--- config.mk ---
export PLATFORM = sky130hd
export DESIGN_NAME = flush_sequencer
export DESIGN_NICKNAME = d
export VERILOG_FILES = /design/src/rtl/ariane_pkg.sv /design/src/rtl/flush_sequencer.sv
export SDC_FILE = /design/constraint.sdc
export NUM_CORES = 1
export LEC_CHECK = 0
export CORE_AREA = 8 8 62 64
export DETAILED_ROUTE_END_ITERATION = 12
export DIE_AREA = 0 0 70 72
export PLACE_DENSITY_LB_ADDON = 0.05
export SLEW_MARGIN = 20
export SYNTH_ARGS = -nofsm -noshare
export SYNTH_HDL_FRONTEND = slang
export SYNTH_SLANG_ARGS = --single-unit
export TNS_END_PERCENT = 50
--- constraint.sdc ---
create_clock -name clk_i -period 1.7 [get_ports clk_i]
set_input_delay 0.34 -clock clk_i [delete_from_list [all_inputs] [get_ports clk_i]]
set_output_delay 0.34 -clock clk_i [all_outputs]
set_load 0.01 [all_outputs]
--- src/rtl/ariane_pkg.sv ---
`default_nettype none
// ============================================================================
// Module      : ariane_pkg
// Description : Shared CVA6 types used by the flush sequencer: the branch
//               resolution record, the flush-sequencer state encoding and the
//               upper bound on the number of flush channels.
// Revision    : 1.0 - initial release
// ============================================================================
package ariane_pkg;

    // Upper bound on the number of cache/agent flush channels.
    localparam int unsigned FLUSH_SEQ_MAX_CHAN = 8;

    // Branch resolution record from the execute stage.
    typedef struct packed {
        logic        valid;
        logic [63:0] pc;
        logic [63:0] target_address;
        logic        is_mispredict;
        logic        is_taken;
    } bp_resolve_t;

    // Flush sequencer states. ABORT is reachable only in the watchdog build.
    typedef enum logic [1:0] {
        FLUSH_IDLE  = 2'd0,
        FLUSH_WAIT  = 2'd1,
        FLUSH_ABORT = 2'd2
    } flush_seq_state_e;

endpackage : ariane_pkg
`default_nettype wire

--- src/rtl/flush_sequencer.sv ---
`default_nettype none
// ============================================================================
// Module      : flush_sequencer
// Description : Decodes commit-stage flush causes into same-cycle pipeline
//               flush pulses and, for fence / fence.i, runs a registered
//               request/acknowledge handshake with NrFlushChan cache flush
//               channels, halting commit until every selected channel acks.
// Optional    : FLUSH_TIMEOUT_EN - adds a watchdog that aborts a WAIT lasting
//               TimeoutCycles cycles and pulses timeout_o for one cycle.
// Ports       : clk_i, rst_ni (async, active-low)
//               resolved_branch_i, fence_i, fence_i_i, fence_t_i, sfence_vma_i,
//               flush_csr_i, flush_commit_i, ex_valid_i, eret_i,
//               set_debug_pc_i, halt_csr_i, flush_ack_i  - flush causes / acks
//               flush_req_o            - registered per-channel flush request
//               set_pc_commit_o, flush_if_o, flush_unissued_instr_o,
//               flush_id_o, flush_ex_o, flush_bp_o, flush_icache_o,
//               flush_tlb_o            - combinational pipeline pulses
//               halt_o, busy_o, timeout_o
// Revision    : 1.0 - initial release
// ============================================================================
module flush_sequencer
    import ariane_pkg::*;
#(
    parameter int unsigned               NrFlushChan   = 2,
    parameter logic [NrFlushChan-1:0]    FenceMask     = 'b01,
    parameter logic [NrFlushChan-1:0]    FenceIMask    = 'b11,
    parameter int unsigned               TimeoutCycles = 1024
) (
    input  logic                   clk_i,
    input  logic                   rst_ni,
    input  bp_resolve_t            resolved_branch_i,
    input  logic                   fence_i,
    input  logic                   fence_i_i,
    input  logic [19:0]            fence_t_i,
    input  logic                   sfence_vma_i,
    input  logic                   flush_csr_i,
    input  logic                   flush_commit_i,
    input  logic                   ex_valid_i,
    input  logic                   eret_i,
    input  logic                   set_debug_pc_i,
    input  logic                   halt_csr_i,
    input  logic [NrFlushChan-1:0] flush_ack_i,
    output logic [NrFlushChan-1:0] flush_req_o,
    output logic                   set_pc_commit_o,
    output logic                   flush_if_o,
    output logic                   flush_unissued_instr_o,
    output logic                   flush_id_o,
    output logic                   flush_ex_o,
    output logic                   flush_bp_o,
    output logic                   flush_icache_o,
    output logic                   flush_tlb_o,
    output logic                   halt_o,
    output logic                   busy_o,
    output logic                   timeout_o
);

    localparam int unsigned c_TMO_W = $clog2(TimeoutCycles + 1);

    flush_seq_state_e       r_state;
    logic [NrFlushChan-1:0] r_pending;
    logic                   r_timeout;
    logic [NrFlushChan-1:0] w_start_mask;
    logic [NrFlushChan-1:0] w_pend_ack;

    // ------------------------------------------------------------------
    // Pipeline flush pulses. Causes are applied lowest priority first so
    // that a later, stronger cause overrides what an earlier one set.
    // ------------------------------------------------------------------
    always_comb begin
        set_pc_commit_o        = 1'b0;
        flush_if_o             = 1'b0;
        flush_unissued_instr_o = 1'b0;
        flush_id_o             = 1'b0;
        flush_ex_o             = 1'b0;
        flush_bp_o             = 1'b0;
        flush_icache_o         = 1'b0;
        flush_tlb_o            = 1'b0;

        if (resolved_branch_i.is_mispredict) begin
            flush_if_o             = 1'b1;
            flush_unissued_instr_o = 1'b1;
        end
        if (fence_i || fence_i_i || sfence_vma_i) begin
            set_pc_commit_o        = 1'b1;
            flush_if_o             = 1'b1;
            flush_unissued_instr_o = 1'b1;
            flush_id_o             = 1'b1;
            flush_ex_o             = 1'b1;
            flush_icache_o         = fence_i_i;
            flush_tlb_o            = sfence_vma_i;
        end
        if (|fence_t_i) begin
            set_pc_commit_o = 1'b1;
        end
        if (flush_csr_i || flush_commit_i) begin
            set_pc_commit_o        = 1'b1;
            flush_if_o             = 1'b1;
            flush_unissued_instr_o = 1'b1;
            flush_id_o             = 1'b1;
            flush_ex_o             = 1'b1;
        end
        // Trap/return/debug redirect the PC through the CSR file, so the
        // commit-stage set_pc must stay quiet here.
        if (ex_valid_i || eret_i || set_debug_pc_i) begin
            set_pc_commit_o        = 1'b0;
            flush_if_o             = 1'b1;
            flush_unissued_instr_o = 1'b1;
            flush_id_o             = 1'b1;
            flush_ex_o             = 1'b1;
            flush_bp_o             = 1'b1;
        end
    end

    assign w_start_mask = (fence_i   ? FenceMask  : '0)
                        | (fence_i_i ? FenceIMask : '0);
    assign w_pend_ack   = r_pending & ~flush_ack_i;

    // ------------------------------------------------------------------
    // Channel handshake FSM. r_pending is non-zero only in WAIT, so it
    // drives flush_req_o directly.
    // ------------------------------------------------------------------
`ifdef FLUSH_TIMEOUT_EN
    logic [c_TMO_W-1:0] r_cnt;

    always_ff @(posedge clk_i or negedge rst_ni) begin
        if (!rst_ni) begin
            r_state   <= FLUSH_IDLE;
            r_pending <= '0;
            r_timeout <= 1'b0;
            r_cnt     <= '0;
        end else begin
            r_timeout <= 1'b0;
            case (r_state)
                FLUSH_IDLE: begin
                    if (|w_start_mask) begin
                        r_pending <= w_start_mask;
                        r_cnt     <= '0;
                        r_state   <= FLUSH_WAIT;
                    end
                end
                FLUSH_WAIT: begin
                    r_pending <= w_pend_ack;
                    if (w_pend_ack == '0) begin
                        r_state <= FLUSH_IDLE;
                    end else if (r_cnt == c_TMO_W'(TimeoutCycles - 1)) begin
                        // This cycle is the TimeoutCycles-th in WAIT.
                        r_pending <= '0;
                        r_timeout <= 1'b1;
                        r_state   <= FLUSH_ABORT;
                    end else begin
                        r_cnt <= r_cnt + 1'b1;
                    end
                end
                FLUSH_ABORT: begin
                    r_state <= FLUSH_IDLE;
                end
                default: begin
                    r_pending <= '0;
                    r_state   <= FLUSH_IDLE;
                end
            endcase
        end
    end
`else
    always_ff @(posedge clk_i or negedge rst_ni) begin
        if (!rst_ni) begin
            r_state   <= FLUSH_IDLE;
            r_pending <= '0;
            r_timeout <= 1'b0;
        end else begin
            r_timeout <= 1'b0;
            case (r_state)
                FLUSH_IDLE: begin
                    if (|w_start_mask) begin
                        r_pending <= w_start_mask;
                        r_state   <= FLUSH_WAIT;
                    end
                end
                FLUSH_WAIT: begin
                    r_pending <= w_pend_ack;
                    if (w_pend_ack == '0) begin
                        r_state <= FLUSH_IDLE;
                    end
                end
                default: begin
                    r_pending <= '0;
                    r_state   <= FLUSH_IDLE;
                end
            endcase
        end
    end

    // Watchdog sizing and most branch-record fields are unused here.
    logic w_unused;
    assign w_unused = ^{resolved_branch_i, c_TMO_W[0]};
`endif

    assign flush_req_o = r_pending;
    assign busy_o      = (r_state != FLUSH_IDLE);
    assign halt_o      = halt_csr_i | busy_o;
    assign timeout_o   = r_timeout;

endmodule : flush_sequencer
`default_nettype wire
==> reports/metrics.cfg <==
[outcome]
outcome=complete, but fails checks
violations=setup timing

[timing]
tns_ps=-1430
setup_ws_ps=-295
period_needed_ps=2000
slew_violations=0
clock_skew_ps=7.84
fmax_ghz=0.501
grt_setup_unrepaired=yes
finalCritPeriodShare_pct=117
hold_viol=0
setup_viol=5

[floorplan]
io_pins=177
fp-row-count=20
initial_core_util_pct=8.97
core_sq_mm=0.00290
die_y_microns=72
die_x_microns=70
dieArea_sq_mm=0.00504

[yosys]
synth_top_area_share_pct=28.8
syn_area_sq_um=260
syn-num-nets=196
synthCells=32
synth_cell_types=20
yosysSeqAreaShare_pct=28.8
yosys.area.top_type=dfrtp_1
synth_area_per_cell_sq_um=8.13
synth_seq_cells=3
ys_top_cells_by_area=dfrtp_1 29%, buf_4 8.7%, nor4_1 7.2%
ys_warn_count=0

[cells_and_area]
drive_gt1_share_pct=32.5
multi_input_area_sq_um=183
mostFrequentLayoutCells=27 x clkdlybuf4s50_1, 8 x buf_6, 6 x buf_4
syn_to_final_growth_pct=224
seq_area_sq_um=75.1
final_common_cell=clkdlybuf4s50_1
n_fill_cell=325
n_antenna_cell=0
utilization_pct=29.1
final_area_sq_um=843
nNetsFinal=248

[global_routing]
grt_use_total_pct=6.61
grt_pass1_vias=522
grt_overflow_total=0
grt_pass1_wl_microns=2590
grt_max_degree=7
grt_antenna_before_repair=0

[run]
maxCapViolCount=0

[setup_path]
worstPathRequired_ps=1360
crit_path_max_fanout=2
reg2reg_slack_ps=820
reg2reg_from=r_state[0]
worstRegToRegCells=3
startpoint_type=input pin
crit_path_end_kind=output port
reg2reg_to=flush_req_o[1]
critPathArrivalTime_ps=1660
path_class=input pin to output port

[placement]
io_buffers=45
place_area_sq_um=763
place_congestion=0.676
hpwl_microns=1390

[routing]
vias=431
viasPerCell=3.72
ant_nets=0
wl_per_cell_microns=14.0
initialDrtViolationCount=16
firstDrtPassIters=4
routed_wl_microns=1620
drc=0

[clocking]
clk-insertion-delay-late_ps=240
htreeDepth=1
clk_pin_slew_worst_paths_ps=40
cts_buffers=3
clockBufferDepth=2
cts_hold_buf=0
cts_tree=built
root_buffer=clkbuf_4
clock_sinks=3

[power]
ir_worst_vdd_mv=0.453
p_per_area_mw_per_mm2=659
finalPower_w=0.000556
p_leak_nw=0.357

[min_path]
min_path_type=input pin to async pin

## synth_stat cells, drive strengths merged
master,count
a211oi,1
a21oi,2
a31oi,2
and3,1
buf,3
clkbuf,1
conb,1
dfrtp,3
dlygate4sd3,1
inv,1
nand2b,2
nor2,2
nor3,2
nor4,3
or2,2
or3,2
or4,3
## worst max-delay path by stage
stage / cells past startpoint / from / to / slack, ps
floorplan: 4 / flush_commit_i / flush_unissued_instr_o / -260
global placement: 5 / flush_commit_i / flush_if_o / -970
detailed placement: 5 / flush_commit_i / flush_unissued_instr_o / -980
CTS: 5 / fence_i / flush_unissued_instr_o / -370
global route: 5 / flush_csr_i / flush_unissued_instr_o / -330
finish: 5 / set_debug_pc_i / flush_unissued_instr_o / -300
## flip-flops by register name, summed over array words and instances, names as in the netlist
name	count
r_state	1
flush_req_o	2
## routing by layer
layer | routed length, microns | global-route usage [%] | share of wire [%] | vias up
li1 | - | - | - | 216
met1 | 702 | 7.26 | 43 | 193
met2 | 785 | 10.4 | 48 | 22
met3 | 135 | 4.09 | 8.3 | 0
met4 | 0 | 2.01 | 0 | 0
met5 | 0 | 0 | 0 | -
## where the power goes
| group | switching (W) | internal (W) |
|---|---|---|
| Combinational | 0.000106 | 0.000185 |
| Clock | 0.0000424 | 0.0000884 |
| Sequential | 0.0000255 | 0.000109 |
| Total | 0.000174 | 0.000382 |
## kinds of logic after synthesis
family | Yosys count | synth area share, %
AND/OR/NAND/NOR | 17 | 42.8
buffers and inverters | 6 | 15.4
flip-flops | 3 | 28.8
AO/OA/AOI/OAI | 5 | 11.5
other | 1 | 1.44
## worst max-delay path, stage by stage
cell and delay [ps]:
dlygate4sd2_1 250, or3_4 330, or3_4 370, or2_4 240
buf_6 120
## stage by stage
step / hold WS [ps] / worst slack [ps] / std cells
2_1_floorplan: 44.4 / -256 / 32
3_3_place_gp: 552 / -972 / 111
3_5_place_dp: 550 / -981 / 111
4_1_cts: 290 / -365 / 116
5_1_grt: 284 / -334 / 116
6_report: 293 / -295 / 116
## final cells by class
| cell class | instances | area share (%) |
|---|---|---|
| timing repair buffer | 52 | 61.0 |
| sequential | 3 | 8.90 |
| tap | 33 | 4.90 |
| inverter | 1 | 0.445 |
| clock buffer | 4 | 3.12 |
| multi-input combinational | 23 | 21.7 |
## timing repair
item                       CTS  global route
resized for setup           47            13
setup endpoints to repair    9             5
buffers inserted             1             0
pin swaps                    6             7
hold endpoints to repair     0             0
Note: power is estimated with default switching activity, not from simulation.
